File: config.mk
export PLATFORM = sky130hd
export DESIGN_NAME = reg_write_arbiter_flat
export DESIGN_NICKNAME = d
export VERILOG_FILES = /design/src/rtl/reg_write_arbiter_if.sv /design/src/rtl/reg_write_arbiter.sv /design/src/flat_wrapper.sv
export SDC_FILE = /design/constraint.sdc
export NUM_CORES = 1
export LEC_CHECK = 0
export CELL_PAD_IN_SITES_DETAIL_PLACEMENT = 1
export CELL_PAD_IN_SITES_GLOBAL_PLACEMENT = 1
export CORE_MARGIN = 2
export CORE_UTILIZATION = 36
export CTS_BUF_LIST = sky130_fd_sc_hd__clkbuf_4 sky130_fd_sc_hd__clkbuf_8
export CTS_CLUSTER_DIAMETER = 50
export DETAILED_ROUTE_END_ITERATION = 7
export PLACE_DENSITY_LB_ADDON = 0.1
export SYNTH_ARGS = -nofsm -noshare
export SYNTH_HDL_FRONTEND = slang
export SYNTH_SLANG_ARGS = --single-unit
export TNS_END_PERCENT = 100
File: constraint.sdc
create_clock -name clk -period 2.65 [get_ports clk]
set_input_delay 0.53 -clock clk [delete_from_list [all_inputs] [get_ports clk]]
set_output_delay 0.53 -clock clk [all_outputs]
set_load 0.01 [all_outputs]
File: src/rtl/reg_write_arbiter_if.sv
// Writeback bus between the pipeline (A), the multicycle unit (B) and the register file.
// The arbiter connects through the slave modport; the requesters/register file side through master.
interface reg_write_arbiter_if;
  localparam int unsigned REG_W  = 5;
  localparam int unsigned DATA_W = 32;

  logic              AValid;
  logic [REG_W-1:0]  ARegister;
  logic [DATA_W-1:0] AData;
  logic              AReady;
  logic              BValid;
  logic [REG_W-1:0]  BRegister;
  logic [DATA_W-1:0] BData;
  logic              BReady;
  logic              RegWrite;
  logic [REG_W-1:0]  WriteRegister;
  logic [DATA_W-1:0] WriteData;
  logic              Collision;

  modport master (
    output AValid, ARegister, AData, BValid, BRegister, BData,
    input  AReady, BReady, RegWrite, WriteRegister, WriteData, Collision
  );

  modport slave (
    input  AValid, ARegister, AData, BValid, BRegister, BData,
    output AReady, BReady, RegWrite, WriteRegister, WriteData, Collision
  );
endinterface

File: src/rtl/reg_write_arbiter.sv
// Single-port register-file write arbiter: pipeline (A) has priority, the multicycle
// unit (B) is buffered in a 2-entry FIFO and forced through after MAX_WAIT lost cycles.
module reg_write_arbiter #(
  parameter int unsigned MAX_WAIT = 2
) (
  input logic               clk,
  input logic               rst,
  reg_write_arbiter_if.slave bus
);
  localparam int unsigned REG_W   = 5;
  localparam int unsigned DATA_W  = 32;
  localparam int unsigned ENTRY_W = REG_W + DATA_W;
  localparam int unsigned DEPTH   = 2;
  localparam int unsigned CNT_W   = 2;
  localparam int unsigned STARVE_W = 3;

  // FIFO entry 0 is always the head; a pop shifts entry 1 down
  logic [ENTRY_W-1:0]  fifoMem     [DEPTH];
  logic [ENTRY_W-1:0]  fifoMemNext [DEPTH];
  logic [CNT_W-1:0]    count, countNext;
  logic [STARVE_W-1:0] starve, starveNext;

  logic              regWriteNext;
  logic [REG_W-1:0]  writeRegisterNext;
  logic [DATA_W-1:0] writeDataNext;
  logic              collisionNext;

  logic              headValid, forced, grantA, grantB, push;
  logic [REG_W-1:0]  headReg;
  logic [DATA_W-1:0] headData;

  assign headReg  = fifoMem[0][ENTRY_W-1:DATA_W];
  assign headData = fifoMem[0][DATA_W-1:0];

  // State register
  always_ff @(posedge clk) begin
    if (rst) begin
      count             <= '0;
      starve            <= '0;
      bus.RegWrite      <= 1'b0;
      bus.WriteRegister <= '0;
      bus.WriteData     <= '0;
      bus.Collision     <= 1'b0;
    end else begin
      count             <= countNext;
      starve            <= starveNext;
      bus.RegWrite      <= regWriteNext;
      bus.WriteRegister <= writeRegisterNext;
      bus.WriteData     <= writeDataNext;
      bus.Collision     <= collisionNext;
    end
    fifoMem <= fifoMemNext;
  end

  // Handshakes and grant decision; ready signals depend on registered state only
  always_comb begin
    headValid  = (count != CNT_W'(0));
    forced     = headValid && (starve == STARVE_W'(MAX_WAIT));
    bus.AReady = !rst && !forced;
    bus.BReady = !rst && (count < CNT_W'(DEPTH));
    grantA     = bus.AValid && bus.AReady;
    grantB     = !rst && headValid && !grantA;
    push       = bus.BValid && bus.BReady;
  end

  // Next-state: write port, starvation counter, FIFO push/pop
  always_comb begin
    fifoMemNext       = fifoMem;
    countNext         = count;
    starveNext        = starve;
    regWriteNext      = 1'b0;
    writeRegisterNext = bus.WriteRegister;
    writeDataNext     = bus.WriteData;
    collisionNext     = bus.AValid && headValid && (bus.ARegister == headReg)
                        && (bus.ARegister != REG_W'(0));

    if (grantA) begin
      regWriteNext      = (bus.ARegister != REG_W'(0));
      writeRegisterNext = bus.ARegister;
      writeDataNext     = bus.AData;
    end else if (grantB) begin
      regWriteNext      = (headReg != REG_W'(0));
      writeRegisterNext = headReg;
      writeDataNext     = headData;
    end

    if (!headValid || grantB) begin
      starveNext = '0;
    end else if (grantA && (starve != STARVE_W'(MAX_WAIT))) begin
      starveNext = STARVE_W'(starve + STARVE_W'(1));
    end

    if (grantB) begin
      fifoMemNext[0] = fifoMem[1];
      countNext      = CNT_W'(count - CNT_W'(1));
    end
    // Push lands behind whatever remains after a same-edge pop
    if (push) begin
      fifoMemNext[countNext[0]] = {bus.BRegister, bus.BData};
      countNext                 = CNT_W'(countNext + CNT_W'(1));
    end
  end
endmodule
File: src/flat_wrapper.sv
// flat-port wrapper written by rule: the top's interface ports become plain ports
module reg_write_arbiter_flat 
#(
  parameter int unsigned MAX_WAIT = 2
)
  (clk, rst, bus_AValid, bus_ARegister, bus_AData, bus_BValid, bus_BRegister, bus_BData, bus_AReady, bus_BReady, bus_RegWrite, bus_WriteRegister, bus_WriteData, bus_Collision);
  reg_write_arbiter_if bus_i ();
  input logic clk;
  input logic rst;
  input wire logic [$bits(bus_i.AValid)-1:0] bus_AValid;
  input wire logic [$bits(bus_i.ARegister)-1:0] bus_ARegister;
  input wire logic [$bits(bus_i.AData)-1:0] bus_AData;
  input wire logic [$bits(bus_i.BValid)-1:0] bus_BValid;
  input wire logic [$bits(bus_i.BRegister)-1:0] bus_BRegister;
  input wire logic [$bits(bus_i.BData)-1:0] bus_BData;
  output wire logic [$bits(bus_i.AReady)-1:0] bus_AReady;
  output wire logic [$bits(bus_i.BReady)-1:0] bus_BReady;
  output wire logic [$bits(bus_i.RegWrite)-1:0] bus_RegWrite;
  output wire logic [$bits(bus_i.WriteRegister)-1:0] bus_WriteRegister;
  output wire logic [$bits(bus_i.WriteData)-1:0] bus_WriteData;
  output wire logic [$bits(bus_i.Collision)-1:0] bus_Collision;
  assign bus_i.AValid = bus_AValid;
  assign bus_i.ARegister = bus_ARegister;
  assign bus_i.AData = bus_AData;
  assign bus_i.BValid = bus_BValid;
  assign bus_i.BRegister = bus_BRegister;
  assign bus_i.BData = bus_BData;
  assign bus_AReady = bus_i.AReady;
  assign bus_BReady = bus_i.BReady;
  assign bus_RegWrite = bus_i.RegWrite;
  assign bus_WriteRegister = bus_i.WriteRegister;
  assign bus_WriteData = bus_i.WriteData;
  assign bus_Collision = bus_i.Collision;
  reg_write_arbiter #(.MAX_WAIT(MAX_WAIT)) u_core (.clk(clk), .rst(rst), .bus(bus_i));
endmodule
==> run metrics <==
count leader, synth dfxtp_1; Inserted Clock Buffers 17; crit end category output port; crit-path cells inv_1 > ha_2 > nor2_1 > nor2_1 > clkdlybuf4s50_1; syn_nets 599; Yosys warnings 0; final core utilization 0.4877; LEAKAGE about 2.5 nW; core footprint around 15000 um^2; Final period util 0.9545; worst rel slew slack 0.5705; Yosys cell types 38; hold crit path type reg2reg; synth-to-layout area growth 31.64%; io pins 119; ys async rst share 0; Total Power 6.170 mW; mapped cell area 5405 um^2; worst setup path class reg2out; FF+latch count, synth 118; Seq/Total Area, Yosys 0.5056; Crit path depth 5; PwrDens approximately 870 nW/um^2; root buffer cell clkbuf_8; Final Hold Fails 0; Finished Layout Cells 814; Routed WL per cell approximately 19 um; number of synthesized flops with an enable pin 37; die width 126.5 um; CTS Sinks 118; Via density 5.738; insertion delay to the later sink of the worst-skew pair 0.44 ns; Placement Rows 44; area leader, netlist dfxtp_1; Post-synth top cells dfxtp_1, nor2_1, mux2i_1; Multi-input gate area 2394 um^2; Max IR drop VDD between 0.0003 and 0.0004 V; pin count of the biggest net entering global routing 77; Slew Limit Fails 0; first-pass GRT wire length 25.53 mm; final setup vio count 0; max_cap viols 0; htree depth 4; share of cells above drive strength 1 0.09683; Setup TNS 0 ns; fin nets 700; syn avg cell area 10.45 um^2; Min Clock Period, post-route around 2.5 ns; fillers ~1600; die area 16010 um^2; Vias 4671; Worst Path Arrival about 2.0 ns; Residual DRC 0; initial antenna violation count 0; Seq. cell area 2734 um^2; gpl congestion approximately 0.77; total track usage 0.1999; post-synthesis cell count 517; WP data required approximately 2.1 ns; Final ANT Viol Nets 0; most used cell, CP nor2_1; initial DRC count 357; Synth area leaders dfxtp_1, edfxtp_1, mux2i_1, a32oi_1, a211oi_1; vias in the first global route 5026; die height 126.5 um; TritonCTS clock tree yes; Least-Margin Pin Slew 0.6419 ns; CP Buf/Inv Count 2; R2R depth 7; TritonRoute pass-1 iters 4; port bufs 118; Hold-fix buffers, CTS 0; final wirelength 15.77 mm; critical path fanouts, max 5; slowest CP cell clkdlybuf4s50_1; critical path's top delay family buffers and inverters; placed cell count 783; startpoint type of the worst setup path flop; slowest cell delay on critical path between 0.5 and 0.6 ns; RSZ-0062 raised after global routing no; skew final 0.009023 ns; top cell type's share of synthesized area 0.3000; Antenna diodes 0; DP HPWL between 10 and 15 mm; Top FF cell, synth dfxtp_1; Max Root-Sink Buffers 2; worst hold slack 0.4876 ns; worst hold stages 1; gr ovfl total 0; fmax between 300 and 400 MHz; Initial Util 0.3705; outcome finished, final reports clean; CTS clk-pin slew, worst paths 0.07 ns
per-layer routing:
layer,global-route usage,wire length (um),vias to the layer above,part of all wire
met5,0,0,-,0
met4,0.07111,232,0,0.015
met3,0.04344,713,18,0.045
met2,0.3382,7753,114,0.49
met1,0.2518,7068,2335,0.45
li1,-,-,2204,-
placed cells by master (no fill, tap or decap), types with 2 or more instances in the layout:
| master | synthesis | final |
|---|---|---|
| nand3b_1 | 37 | 37 |
| clkdlybuf4s50_1 | 0 | 117 |
| nand2_1 | 3 | 3 |
| clkinv_2 | 0 | 2 |
| or4_1 | 2 | 2 |
| edfxtp_1 | 37 | 37 |
| clkbuf_8 | 0 | 20 |
| a211oi_1 | 37 | 37 |
| nor3_1 | 2 | 2 |
| nor2b_1 | 3 | 3 |
| xnor2_1 | 5 | 5 |
| buf_12 | 0 | 3 |
| mux2i_1 | 38 | 38 |
| clkbuf_4 | 0 | 7 |
| inv_1 | 3 | 3 |
| buf_4 | 10 | 13 |
| o22ai_1 | 37 | 37 |
| nor2_1 | 44 | 44 |
| a32oi_1 | 37 | 37 |
| ha_1 | 4 | 2 |
| dfxtp_1 | 81 | 80 |
| o21ai_4 | 0 | 2 |
| nand3_1 | 37 | 37 |
| ha_2 | 0 | 2 |
| a21oi_1 | 37 | 37 |
| o211ai_1 | 3 | 3 |
| bufinv_16 | 0 | 2 |
power by group:
| group | total [mW] | switching, mW | leakage (nW) | internal [mW] |
|---|---|---|---|---|
| clock network | 1.66 | 0.685 | 0.212 | 0.976 |
| logic | 1.84 | 0.865 | 1.32 | 0.974 |
| registers | 2.67 | 0.365 | 1.01 | 2.30 |
| total | 6.17 | 1.91 | 2.54 | 4.25 |
cell families after synthesis:
logic type,share of synthesized area
flip-flops,0.5056
adder cells (fa/ha/maj),0.009260
buffers and inverters,0.05764
AO/OA/AOI/OAI,0.2065
XOR/XNOR,0.009722
multiplexers,0.07037
AND/OR/NAND/NOR,0.1410
stage by stage:
stage / setup WS, ns / instance area [um^2]
6_report: 0.1205 / 7116
5_1_grt: 0.006423 / 7116
4_1_cts: 0.07124 / 7107
3_5_place_dp: 0.2311 / 6706
3_3_place_gp: 0.3220 / 6706
2_1_floorplan: 0.2687 / 5408
path summary, 6_finish.rpt:
check / startpoint / endpoint / slack (ns)
worst max register to register: u_core.count[1] / u_core.fifoMem[55] / 0.37
worst max-delay path: u_core.count[1] / bus_AReady / 0.12
worst min register to register: u_core.starve[0] / u_core.starve[0] / 0.49
worst min-delay path: u_core.starve[0] / u_core.starve[0] / 0.49
area by class of cell:
| type | instances | area share |
|---|---|---|
| Clock buffer | 27 | 0.04607 |
| Clock inverter | 4 | 0.009847 |
| Inverter | 4 | 0.002110 |
| Multi-Input combinational cell | 342 | 0.3364 |
| Sequential cell | 118 | 0.3842 |
| Tap cell | 184 | 0.03235 |
| Timing Repair Buffer | 135 | 0.1890 |
timing repair:
action,in CTS,in global routing
setup endpoints to repair,1,2
setup buffers,0,0
resized for setup,1,2
(Power assumes the default switching activity.)
